[src/rtl/psram_xfer_seq_if.sv]
// psram_xfer_seq_if -- user-side bus of the octal PSRAM transfer sequencer.
//   Request : req_valid_i/req_ready_o handshake, req_wr_i, req_addr_i[31:0],
//             req_len_i[7:0] (words - 1)
//   Write   : wr_data_i[15:0], wr_valid_i, wr_ready_o
//   Read    : rd_data_o[15:0], rd_valid_o (no backpressure)
//   Status  : done_o (one-cycle pulse), err_o (sticky)
// Modports: master = requester, slave = sequencer.
interface psram_xfer_seq_if;
  logic        req_valid_i;
  logic        req_ready_o;
  logic        req_wr_i;
  logic [31:0] req_addr_i;
  logic [7:0]  req_len_i;
  logic [15:0] wr_data_i;
  logic        wr_valid_i;
  logic        wr_ready_o;
  logic [15:0] rd_data_o;
  logic        rd_valid_o;
  logic        done_o;
  logic        err_o;

  modport master (
    output req_valid_i, req_wr_i, req_addr_i, req_len_i, wr_data_i, wr_valid_i,
    input  req_ready_o, wr_ready_o, rd_data_o, rd_valid_o, done_o, err_o
  );

  modport slave (
    input  req_valid_i, req_wr_i, req_addr_i, req_len_i, wr_data_i, wr_valid_i,
    output req_ready_o, wr_ready_o, rd_data_o, rd_valid_o, done_o, err_o
  );
endinterface

[src/rtl/psram_xfer_seq.sv]
// psram_xfer_seq -- octal DDR PSRAM transfer sequencer.
// One byte moves on DQ per clk_i cycle; SCK = clk_i/2, so each SCK edge
// carries one byte. Sequence: IDLE -> CMD(2) -> ADDR(4) -> LAT(2*LAT_CYC)
// -> DATA -> END(CE_HOLD) -> IDLE.
// Ports:
//   clk_i, rst_n_i        core clock, async active-low reset
//   bus (slave modport)   request / write stream / read stream / status
//   psram_sck_o           PSRAM clock
//   psram_ce_o            CE#, active low
//   psram_io_*            octal DQ pad out / enable / in
//   psram_dqs_*           DQS/DM pad out / enable / in
// Parameters: LAT_CYC (SCK periods of latency), CE_HOLD (clk_i cycles CE#
// high after a transfer), TMO_CYC (read timeout in clk_i cycles).
// Optional feature: define PSRAM_XFER_TIMEOUT_EN to abort a read that sees
// no DQS edge for TMO_CYC cycles (sets err_o). Default build waits forever.
module psram_xfer_seq #(
  parameter int LAT_CYC = 5,
  parameter int CE_HOLD = 2,
  parameter int TMO_CYC = 64
) (
  input  logic                clk_i,
  input  logic                rst_n_i,
  psram_xfer_seq_if.slave     bus,
  output logic                psram_sck_o,
  output logic                psram_ce_o,
  output logic [7:0]          psram_io_out_o,
  output logic [7:0]          psram_io_en_o,
  input  logic [7:0]          psram_io_in_i,
  output logic                psram_dqs_out_o,
  output logic                psram_dqs_en_o,
  input  logic                psram_dqs_in_i
);

  localparam logic [2:0] S_IDLE = 3'd0;
  localparam logic [2:0] S_CMD  = 3'd1;
  localparam logic [2:0] S_ADDR = 3'd2;
  localparam logic [2:0] S_LAT  = 3'd3;
  localparam logic [2:0] S_DATA = 3'd4;
  localparam logic [2:0] S_END  = 3'd5;

  localparam logic [15:0] LAT_LAST  = 16'(2 * LAT_CYC - 1);
  localparam logic [15:0] HOLD_LAST = 16'(CE_HOLD - 1);

  logic [2:0]  state;
  logic [15:0] cnt;
  logic        wr_q;
  logic [31:0] addr_q;
  logic [7:0]  len_q;
  logic [7:0]  word_cnt;
  logic        byte_ph;     // 0 = high byte of current word, 1 = low byte
  logic [7:0]  wd_lo_q;     // low byte of the write word taken in phase 0
  logic [7:0]  rd_hi_q;
  logic [15:0] rd_data_q;
  logic        rd_valid_q;
  logic        err_q;
  logic        sck_q;
  logic        dqs_prev_q;

  logic active, accept, dqs_edge, rd_data_st, underrun, tmo_hit, last_word;

  assign active     = (state == S_CMD) || (state == S_ADDR) ||
                      (state == S_LAT) || (state == S_DATA);
  assign accept     = (state == S_IDLE) && bus.req_valid_i;
  assign dqs_edge   = psram_dqs_in_i != dqs_prev_q;
  assign rd_data_st = (state == S_DATA) && !wr_q;
  assign underrun   = (state == S_DATA) && wr_q && !byte_ph && !bus.wr_valid_i;
  assign last_word  = word_cnt == len_q;

`ifdef PSRAM_XFER_TIMEOUT_EN
  logic [15:0] tmo_cnt;
  // Counts consecutive read-DATA cycles without a DQS edge.
  assign tmo_hit = rd_data_st && !dqs_edge && (tmo_cnt == 16'(TMO_CYC - 1));
  always_ff @(posedge clk_i or negedge rst_n_i) begin
    if (!rst_n_i)                    tmo_cnt <= '0;
    else if (rd_data_st && !dqs_edge) tmo_cnt <= tmo_cnt + 16'd1;
    else                             tmo_cnt <= '0;
  end
`else
  assign tmo_hit = 1'b0;
`endif

  always_ff @(posedge clk_i or negedge rst_n_i) begin
    if (!rst_n_i) begin
      state      <= S_IDLE;
      cnt        <= '0;
      wr_q       <= 1'b0;
      addr_q     <= '0;
      len_q      <= '0;
      word_cnt   <= '0;
      byte_ph    <= 1'b0;
      wd_lo_q    <= '0;
      rd_hi_q    <= '0;
      rd_data_q  <= '0;
      rd_valid_q <= 1'b0;
      sck_q      <= 1'b0;
      dqs_prev_q <= 1'b0;
    end else begin
      rd_valid_q <= 1'b0;
      dqs_prev_q <= psram_dqs_in_i;
      // Starts at 0 on the first CMD cycle since it is held low in IDLE.
      sck_q      <= active ? ~sck_q : 1'b0;
      case (state)
        S_IDLE: if (accept) begin
          wr_q     <= bus.req_wr_i;
          addr_q   <= bus.req_addr_i;
          len_q    <= bus.req_len_i;
          cnt      <= '0;
          word_cnt <= '0;
          byte_ph  <= 1'b0;
          state    <= S_CMD;
        end
        S_CMD: begin
          cnt <= (cnt == 16'd1) ? '0 : cnt + 16'd1;
          if (cnt == 16'd1) state <= S_ADDR;
        end
        S_ADDR: begin
          cnt <= (cnt == 16'd3) ? '0 : cnt + 16'd1;
          if (cnt == 16'd3) state <= S_LAT;
        end
        S_LAT: begin
          cnt <= (cnt == LAT_LAST) ? '0 : cnt + 16'd1;
          if (cnt == LAT_LAST) state <= S_DATA;
        end
        S_DATA: begin
          if (wr_q) begin
            if (!byte_ph) begin
              if (!bus.wr_valid_i) begin
                state <= S_END;
                cnt   <= '0;
              end else begin
                wd_lo_q <= bus.wr_data_i[7:0];
                byte_ph <= 1'b1;
              end
            end else begin
              byte_ph <= 1'b0;
              if (last_word) begin
                state <= S_END;
                cnt   <= '0;
              end else begin
                word_cnt <= word_cnt + 8'd1;
              end
            end
          end else if (dqs_edge) begin
            if (!byte_ph) begin
              rd_hi_q <= psram_io_in_i;
              byte_ph <= 1'b1;
            end else begin
              rd_data_q  <= {rd_hi_q, psram_io_in_i};
              rd_valid_q <= 1'b1;
              byte_ph    <= 1'b0;
              if (last_word) begin
                state <= S_END;
                cnt   <= '0;
              end else begin
                word_cnt <= word_cnt + 8'd1;
              end
            end
          end else if (tmo_hit) begin
            state <= S_END;
            cnt   <= '0;
          end
        end
        S_END: begin
          cnt <= (cnt == HOLD_LAST) ? '0 : cnt + 16'd1;
          if (cnt == HOLD_LAST) state <= S_IDLE;
        end
        default: state <= S_IDLE;
      endcase
    end
  end

  // Error is sticky; a new acceptance clears it but a same-cycle set wins.
  always_ff @(posedge clk_i or negedge rst_n_i) begin
    if (!rst_n_i)                err_q <= 1'b0;
    else if (underrun || tmo_hit) err_q <= 1'b1;
    else if (accept)             err_q <= 1'b0;
  end

  // Pad outputs are decoded from registered state so reset takes effect
  // on the pads immediately.
  always_comb begin
    psram_io_out_o = 8'h00;
    case (state)
      S_CMD:  psram_io_out_o = wr_q ? 8'h80 : 8'h00;
      S_ADDR: case (cnt[1:0])
        2'd0:    psram_io_out_o = addr_q[31:24];
        2'd1:    psram_io_out_o = addr_q[23:16];
        2'd2:    psram_io_out_o = addr_q[15:8];
        default: psram_io_out_o = addr_q[7:0];
      endcase
      // High byte goes out the same cycle the word is taken.
      S_DATA: if (wr_q) psram_io_out_o = byte_ph ? wd_lo_q : bus.wr_data_i[15:8];
      default: psram_io_out_o = 8'h00;
    endcase
  end

  assign psram_ce_o      = ~active;
  assign psram_sck_o     = active & sck_q;
  assign psram_io_en_o   = ((state == S_CMD) || (state == S_ADDR) ||
                            ((state == S_DATA) && wr_q)) ? 8'hFF : 8'h00;
  assign psram_dqs_en_o  = (state == S_DATA) && wr_q;
  assign psram_dqs_out_o = 1'b0;

  assign bus.req_ready_o = state == S_IDLE;
  assign bus.wr_ready_o  = (state == S_DATA) && wr_q && !byte_ph;
  assign bus.rd_data_o   = rd_data_q;
  assign bus.rd_valid_o  = rd_valid_q;
  assign bus.done_o      = (state == S_END) && (cnt == HOLD_LAST);
  assign bus.err_o       = err_q;

endmodule
[src/flat_wrapper.sv]
// flat-port wrapper written by rule: the top's interface ports become plain ports
module psram_xfer_seq_flat 
#(
  parameter int LAT_CYC = 5,
  parameter int CE_HOLD = 2,
  parameter int TMO_CYC = 64
)
  (clk_i, rst_n_i, psram_sck_o, psram_ce_o, psram_io_out_o, psram_io_en_o, psram_io_in_i, psram_dqs_out_o, psram_dqs_en_o, psram_dqs_in_i, bus_req_valid_i, bus_req_wr_i, bus_req_addr_i, bus_req_len_i, bus_wr_data_i, bus_wr_valid_i, bus_req_ready_o, bus_wr_ready_o, bus_rd_data_o, bus_rd_valid_o, bus_done_o, bus_err_o);
  psram_xfer_seq_if bus_i ();
  input  logic clk_i;
  input  logic rst_n_i;
  output logic psram_sck_o;
  output logic psram_ce_o;
  output logic [7:0] psram_io_out_o;
  output logic [7:0] psram_io_en_o;
  input  logic [7:0] psram_io_in_i;
  output logic psram_dqs_out_o;
  output logic psram_dqs_en_o;
  input  logic psram_dqs_in_i;
  input wire logic [$bits(bus_i.req_valid_i)-1:0] bus_req_valid_i;
  input wire logic [$bits(bus_i.req_wr_i)-1:0] bus_req_wr_i;
  input wire logic [$bits(bus_i.req_addr_i)-1:0] bus_req_addr_i;
  input wire logic [$bits(bus_i.req_len_i)-1:0] bus_req_len_i;
  input wire logic [$bits(bus_i.wr_data_i)-1:0] bus_wr_data_i;
  input wire logic [$bits(bus_i.wr_valid_i)-1:0] bus_wr_valid_i;
  output wire logic [$bits(bus_i.req_ready_o)-1:0] bus_req_ready_o;
  output wire logic [$bits(bus_i.wr_ready_o)-1:0] bus_wr_ready_o;
  output wire logic [$bits(bus_i.rd_data_o)-1:0] bus_rd_data_o;
  output wire logic [$bits(bus_i.rd_valid_o)-1:0] bus_rd_valid_o;
  output wire logic [$bits(bus_i.done_o)-1:0] bus_done_o;
  output wire logic [$bits(bus_i.err_o)-1:0] bus_err_o;
  assign bus_i.req_valid_i = bus_req_valid_i;
  assign bus_i.req_wr_i = bus_req_wr_i;
  assign bus_i.req_addr_i = bus_req_addr_i;
  assign bus_i.req_len_i = bus_req_len_i;
  assign bus_i.wr_data_i = bus_wr_data_i;
  assign bus_i.wr_valid_i = bus_wr_valid_i;
  assign bus_req_ready_o = bus_i.req_ready_o;
  assign bus_wr_ready_o = bus_i.wr_ready_o;
  assign bus_rd_data_o = bus_i.rd_data_o;
  assign bus_rd_valid_o = bus_i.rd_valid_o;
  assign bus_done_o = bus_i.done_o;
  assign bus_err_o = bus_i.err_o;
  psram_xfer_seq #(.LAT_CYC(LAT_CYC), .CE_HOLD(CE_HOLD), .TMO_CYC(TMO_CYC)) u_core (.clk_i(clk_i), .rst_n_i(rst_n_i), .bus(bus_i), .psram_sck_o(psram_sck_o), .psram_ce_o(psram_ce_o), .psram_io_out_o(psram_io_out_o), .psram_io_en_o(psram_io_en_o), .psram_io_in_i(psram_io_in_i), .psram_dqs_out_o(psram_dqs_out_o), .psram_dqs_en_o(psram_dqs_en_o), .psram_dqs_in_i(psram_dqs_in_i));
endmodule
[config.mk]
export PLATFORM = sky130hd
export DESIGN_NAME = psram_xfer_seq_flat
export DESIGN_NICKNAME = d
export VERILOG_FILES = /design/src/rtl/psram_xfer_seq_if.sv /design/src/rtl/psram_xfer_seq.sv /design/src/flat_wrapper.sv
export SDC_FILE = /design/constraint.sdc
export NUM_CORES = 1
export LEC_CHECK = 0
export CORE_AREA = 2 2 123 125
export CTS_BUF_LIST = sky130_fd_sc_hd__clkbuf_8
export DETAILED_ROUTE_END_ITERATION = 8
export DIE_AREA = 0 0 125 127
export MAX_ROUTING_LAYER = met4
export PLACE_DENSITY = 0.57
export SLEW_MARGIN = 25
export SYNTH_ARGS = -nofsm -noshare
export SYNTH_HDL_FRONTEND = slang
export SYNTH_SLANG_ARGS = --single-unit
[constraint.sdc]
create_clock -name clk_i -period 2.78 [get_ports clk_i]
set_input_delay 0.556 -clock clk_i [delete_from_list [all_inputs] [get_ports clk_i]]
set_output_delay 0.556 -clock clk_i [all_outputs]
set_load 0.05 [all_outputs]
### Yosys cells after proc, flatten, opt, wreduce, memory -nomap -nowiden

Cells that the tools add are included.

* flip-flop bits (word level): 105
* latch bits: 0
* memory bits (writable): 0
* bits in read-only memories: 0
* output and inout bits: 41
* word-level logic and storage cells: 113
* memories kept: 0

* add/subtract/negate cells: 2
* multiply operators: 0
* div/mod/pow operators: 0
* $lt $le $gt $ge: 0
* equal/unequal tests: 20
* shift-type cells: 0
* mux-type cells: 48
* bitwise gates (word level): 5
* reductions and logical operators: 24

Operator list (count)
* 2-to-1 mux 16 bit: 10
* one-hot mux 16 bit (5 select lines): 1
* 2-to-1 mux 8 bit: 9
* one-hot mux 8 bit (3 select lines): 2
* 2-to-1 mux 3 bit: 11
* one-hot mux 3 bit (6 select lines): 1
* adder 16 x 1 -> 16 bit, second input constant: 1
* == test 16 x 1 -> 1 bit, second input constant: 1
* == test 16 x 2 -> 1 bit, second input constant: 1
* == test 16 x 4 -> 1 bit, second input constant: 1
* one-hot mux 8 bit (2 select lines): 1
* 2-to-1 mux 1 bit: 12
* AND reduction 4 bit: 3
* adder 8 x 1 -> 8 bit, second input constant: 1
* == test 8 bit: 1
* AND reduction 8 bit: 1
* == test 3 x 2 -> 1 bit, second input constant: 2
* == test 3 bit, second input constant: 2
* inequality test 2 bit, second input constant: 3
* inequality test 3 x 1 -> 1 bit, second input constant: 2
* logical AND 1 bit: 5
* AND reduction 5 bit: 1
* nonzero test 5 bit: 1
* logical OR 1 bit: 4
* 16 further kinds: 22

### Longest topological paths before layout

* depth after elaboration: 6
* mapped depth: 9

### Worst setup path after synthesis

No wires, ideal clock.

* path kind: register -> output
* start point: register u_core.state[1]
* end point: output psram_io_en_o[1]
* data arrival time: 2713 ps
* path slack: -489 ps
* stages on the path, launching flop included: 7
* path buffers: 2
* cells stage by stage: dfrtp_1 -> buf_4 -> inv_1 -> nor2_1 -> nor2_1 -> o21ai_0 -> buf_4

* word-level cells in the longest chain between the ends: 4
* elaborated cells between the ends (all ways): 7

RTL lines
* start: declaration: RTL line psram_xfer_seq.sv:44 `logic [2:0] state;`
* start signal: assignment: RTL line psram_xfer_seq.sv:84 `state <= S_IDLE;`
* start signal: assignment: RTL line psram_xfer_seq.sv:110 `state <= S_CMD;`
* start signal: assignment: RTL line psram_xfer_seq.sv:114 `if (cnt == 16'd1) state <= S_ADDR;`
* == test 3 x 1 -> 1 bit (tied with other cells): RTL line psram_xfer_seq.sv:199 `assign psram_io_en_o = ((state == S_CMD) || (state == S_ADDR) ||`
* logical OR 1 bit or logical AND 1 bit (tied branches): RTL line psram_xfer_seq.sv:199, psram_xfer_seq.sv:200
* logical OR 1 bit (*): RTL line psram_xfer_seq.sv:199
* 2-to-1 mux 8 bit (*): RTL line psram_xfer_seq.sv:200 `((state == S_DATA) && wr_q)) ? 8'hFF : 8'h00;`
* end: declaration: RTL line flat_wrapper.sv:15 `output logic [7:0] psram_io_en_o;`

Every way passes the cells marked *; elsewhere a longest branch is shown, timed or not.

### Final worst setup path

* start point: register u_core.cnt[0]
* end point: output psram_io_out_o[7]

* word-level cells in the longest chain between the ends: 3
* elaborated cells between the ends (all ways): 5

RTL lines
* start: declaration: RTL line psram_xfer_seq.sv:45 `logic [15:0] cnt;`
* start signal: assignment: RTL line psram_xfer_seq.sv:113 `cnt <= (cnt == 16'd1) ? '0 : cnt + 16'd1;`
* start signal: assignment: RTL line psram_xfer_seq.sv:117 `cnt <= (cnt == 16'd3) ? '0 : cnt + 16'd1;`
* start signal: assignment: RTL line psram_xfer_seq.sv:121 `cnt <= (cnt == LAT_LAST) ? '0 : cnt + 16'd1;`
* == test 2 bit (tied with other cells): RTL line psram_xfer_seq.sv:185 `S_ADDR: case (cnt[1:0])`
* one-hot mux 8 bit (3 select lines) (*): RTL line psram_xfer_seq.sv:185
* one-hot mux 8 bit (3 select lines) (*): RTL line psram_xfer_seq.sv:183 `case (state)`
* end: declaration: RTL line flat_wrapper.sv:14 `output logic [7:0] psram_io_out_o;`

Marked as above.

==> flow_summary.ini <==
[worst_setup_path]
crit_type = reg2out
cp_data_required_time_ns = 2.22
worstSetupEndpointType = output port
crit_path_start_kind = flop
crit_fanout = 8
r2r_start = u_core.cnt[0]$_DFFE_PN0P_
cp-startpoint = u_core.cnt[0]$_DFFE_PN0P_
crit_arrival_ns = 2.23

[synth]
ys_seq_area_share_pct = 49.53
synth_edf_count = 0
synth_cells = 470
ys.flop_type = dfrtp_1
synth_cell_types = 54
syn-cell-area_sq_um = 5305
synth_area_leaders = dfrtp_1 50%, mux2_2 14%, mux2i_1 2.8%, mux2_4 2.5%, nand2_1 2.5%
synth_top_area_share_pct = 49.53
yosys.area.top_type = dfrtp_1
yosys_register_bits = 105
synthArstFlopShare_pct = 100.0
yosysWarningCount = 0
synth.avg_cell_area_sq_um = 11.29
synth_nets = 546

[clocking]
cts_buffer_depth = 2
cts_tree = built
clk_latency_ns = 0.39
cts_root_buf = clkbuf_8
h-tree-depth = 3
cts_buffers = 9
cts.sinks = 105
clkTransAtPathRegs_ns = 0.10

[route]
drtPass1Iterations = 7
wirelength_mm = 12.42
drc_errors = 0
final_antenna_net_count = 0
vias_per_cell = 5.203
vias = 3949
drt_iter0_drc = 275
post_drt_wl_per_cell_microns = 16.37

[power_and_ir_drop]
p_leak_nw = 3.020
vdd_drop_max_mv = 0.5734
total_power_mw = 7.403
p_per_area_nw_per_um2 = 1050

[sta]
rsz0062_at_grt = true
layout_setup_ws_ns = -0.004238
finalHoldViolCount = 0
fmax_mhz = 359.2
period_share_pct = 100.2
worst_pin_slew_ns = 0.9556
holdWs_ns = 0.4328
final-max-slew-violation-count = 0
slew-limit-headroom_pct = 36.02
clock_skew_ns = 0.01111
finalCriticalPeriod_ns = 2.784
setup_viol = 1

[global_route]
overflow = 0
grt_usage_pct = 16.40
grt_pass1_wl_mm = 20.42
antenna_found_initial = 0
grt_pass1_vias = 3999
grt_max_degree = 59

[outcome]
violations = negative setup slack
status = finished, violations left

[final_layout]
post-route-util_pct = 48.86
drive_gt1_share_pct = 26.26
layout_common_cells = 103 x dfrtp_1, 86 x clkdlybuf4s50_1, 64 x mux2_2, 35 x nand2_1, 25 x nor2_1
final_common_cell = dfrtp_1
antenna_cells = 0
design_area_sq_um = 7048
area_growth_pct = 32.85
finalNetCount = 646

[placement]
port-buffer-count = 109
post-place-ws_ns = 0.2727
hpwlAfterDp_mm = 8.822
postPlaceCellArea_sq_um = 6701
gp_congestion = 0.7703

[flow_run]
max_cap_viol_count = 0

[die]
start_util_pct = 36.78
rows = 44
dieWidth_microns = 125
fp.coreArea_sq_um = 14420
die_height_microns = 127
die_area_sq_um = 15880
pin_count = 111

[worst_hold_path]
hp-class = reg2reg
worstHoldStart = u_core.sck_q$_DFF_PN0_
[cells in the mapped netlist, types with 2 or more instances]
| cell | n |
|---|---|
| inv_1 | 12 |
| mux2i_1 | 15 |
| dfrtp_1 | 105 |
| clkbuf_1 | 17 |
| o22ai_1 | 20 |
| a21o_1 | 3 |
| xor2_1 | 9 |
| nor2b_1 | 4 |
| and2_1 | 6 |
| buf_4 | 11 |
| or3_1 | 2 |
| nor2_1 | 25 |
| xnor2_1 | 4 |
| nand4_1 | 3 |
| nand2_1 | 36 |
| a21oi_1 | 9 |
| nor3_1 | 8 |
| nor4_1 | 8 |
| nand3_1 | 10 |
| o31a_1 | 2 |
| a211oi_1 | 4 |
| buf_2 | 3 |
| a222oi_1 | 8 |
| nand2b_1 | 8 |
| ha_1 | 6 |
| buf_6 | 4 |
| mux2_2 | 64 |
| o21a_1 | 2 |
| mux2_4 | 9 |
| o21ai_0 | 26 |
| o211ai_1 | 4 |
[layer usage]
metal | GRT usage, % | share of wire, % | vias to the layer above
met1 | 21.23 | 45 | 1950
met4 | 5.033 | 1.1 | 0
met2 | 25.13 | 47 | 104
met3 | 4.690 | 6.7 | 12
li1 | - | - | 1883
met5 | - | 0 | -
[final timing paths]
path                                                to  cells past startpoint  slack [ns]
setup / recovery                     psram_io_out_o[7]                      7      -0.004
hold / removal                  u_core.sck_q$_DFF_PN0_                      1        0.43
setup reg to reg            u_core.cnt[12]$_DFFE_PN0P_                      9        0.50
hold reg to reg                 u_core.sck_q$_DFF_PN0_                      1        0.43
max in group asynchronous       u_core.sck_q$_DFF_PN0_                      3        1.53
min in group asynchronous  u_core.len_q[4]$_DFFE_PN0P_                      2        0.55
[kinds of logic (layout without fill, tap and decap cells)]
| kind of cell | Yosys count | count (layout) | share of synthesized area, % |
|---|---|---|---|
| flip-flops | 105 | 105 | 49.53 |
| other | 1 | 1 | 0.07069 |
| multiplexers | 88 | 88 | 18.96 |
| buffers and inverters | 49 | 154 | 4.882 |
| XOR/XNOR | 13 | 13 | 2.146 |
| AND/OR/NAND/NOR | 119 | 119 | 11.51 |
| AO/OA/AOI/OAI | 89 | 89 | 11.49 |
| adder cells (fa/ha/maj) | 6 | 6 | 1.415 |
[flip-flops by register name (all words and copies together), names as in the netlist]
name,count
u_core.word_cnt,8
u_core.bus.err_o,1
u_core.cnt,16
u_core.sck_q,1
u_core.state,3
u_core.wd_lo_q,8
u_core.len_q,8
u_core.rd_hi_q,8
u_core.byte_ph,1
u_core.wr_q,1
u_core.bus.rd_valid_o,1
u_core.addr_q,32
u_core.bus.rd_data_o,16
u_core.dqs_prev_q,1
[critical path: stages (launching register included)]
cell	delay (ns)
dfrtp_2	0.44
clkinvlp_4	0.18
ha_4	0.23
a222oi_1	0.36
o21ai_1	0.13
a22oi_1	0.22
o22ai_2	0.13
buf_12	0.16
[final cells by class]
| class | count | area (sq um) |
|---|---|---|
| clock buffer | 9 | 123.9 |
| clock inverter | 7 | 83.83 |
| fill | 1331 | 7376 |
| inverter | 13 | 52.55 |
| multi-input combinational | 316 | 2496 |
| sequential | 105 | 2630 |
| tap | 184 | 230.2 |
| timing repair buffer | 125 | 1431 |
[report_power, final]
group          switching, mW  internal [mW]  total (mW)
registers              0.383           2.05        2.43
clock network          0.590          0.436        1.03
logic                   2.11           1.84        3.95
[stage by stage]
step	cells	setup TNS, ns
final	759	-0.004238
after global routing	759	-0.8248
after CTS	755	-0.06060
after detailed placement	735	0
after global placement	735	0
after floorplan	470	0
[repair_timing]
item	in CTS	in global routing
setup buffers	3	4
hold endpoints to repair	2	0
gates cloned	0	0
hold buffers	1	0
gates resized for setup	3	14
pin swaps	2	8
setup endpoints to repair	8	17
No activity file was read; power rests on OpenSTA's default activity.
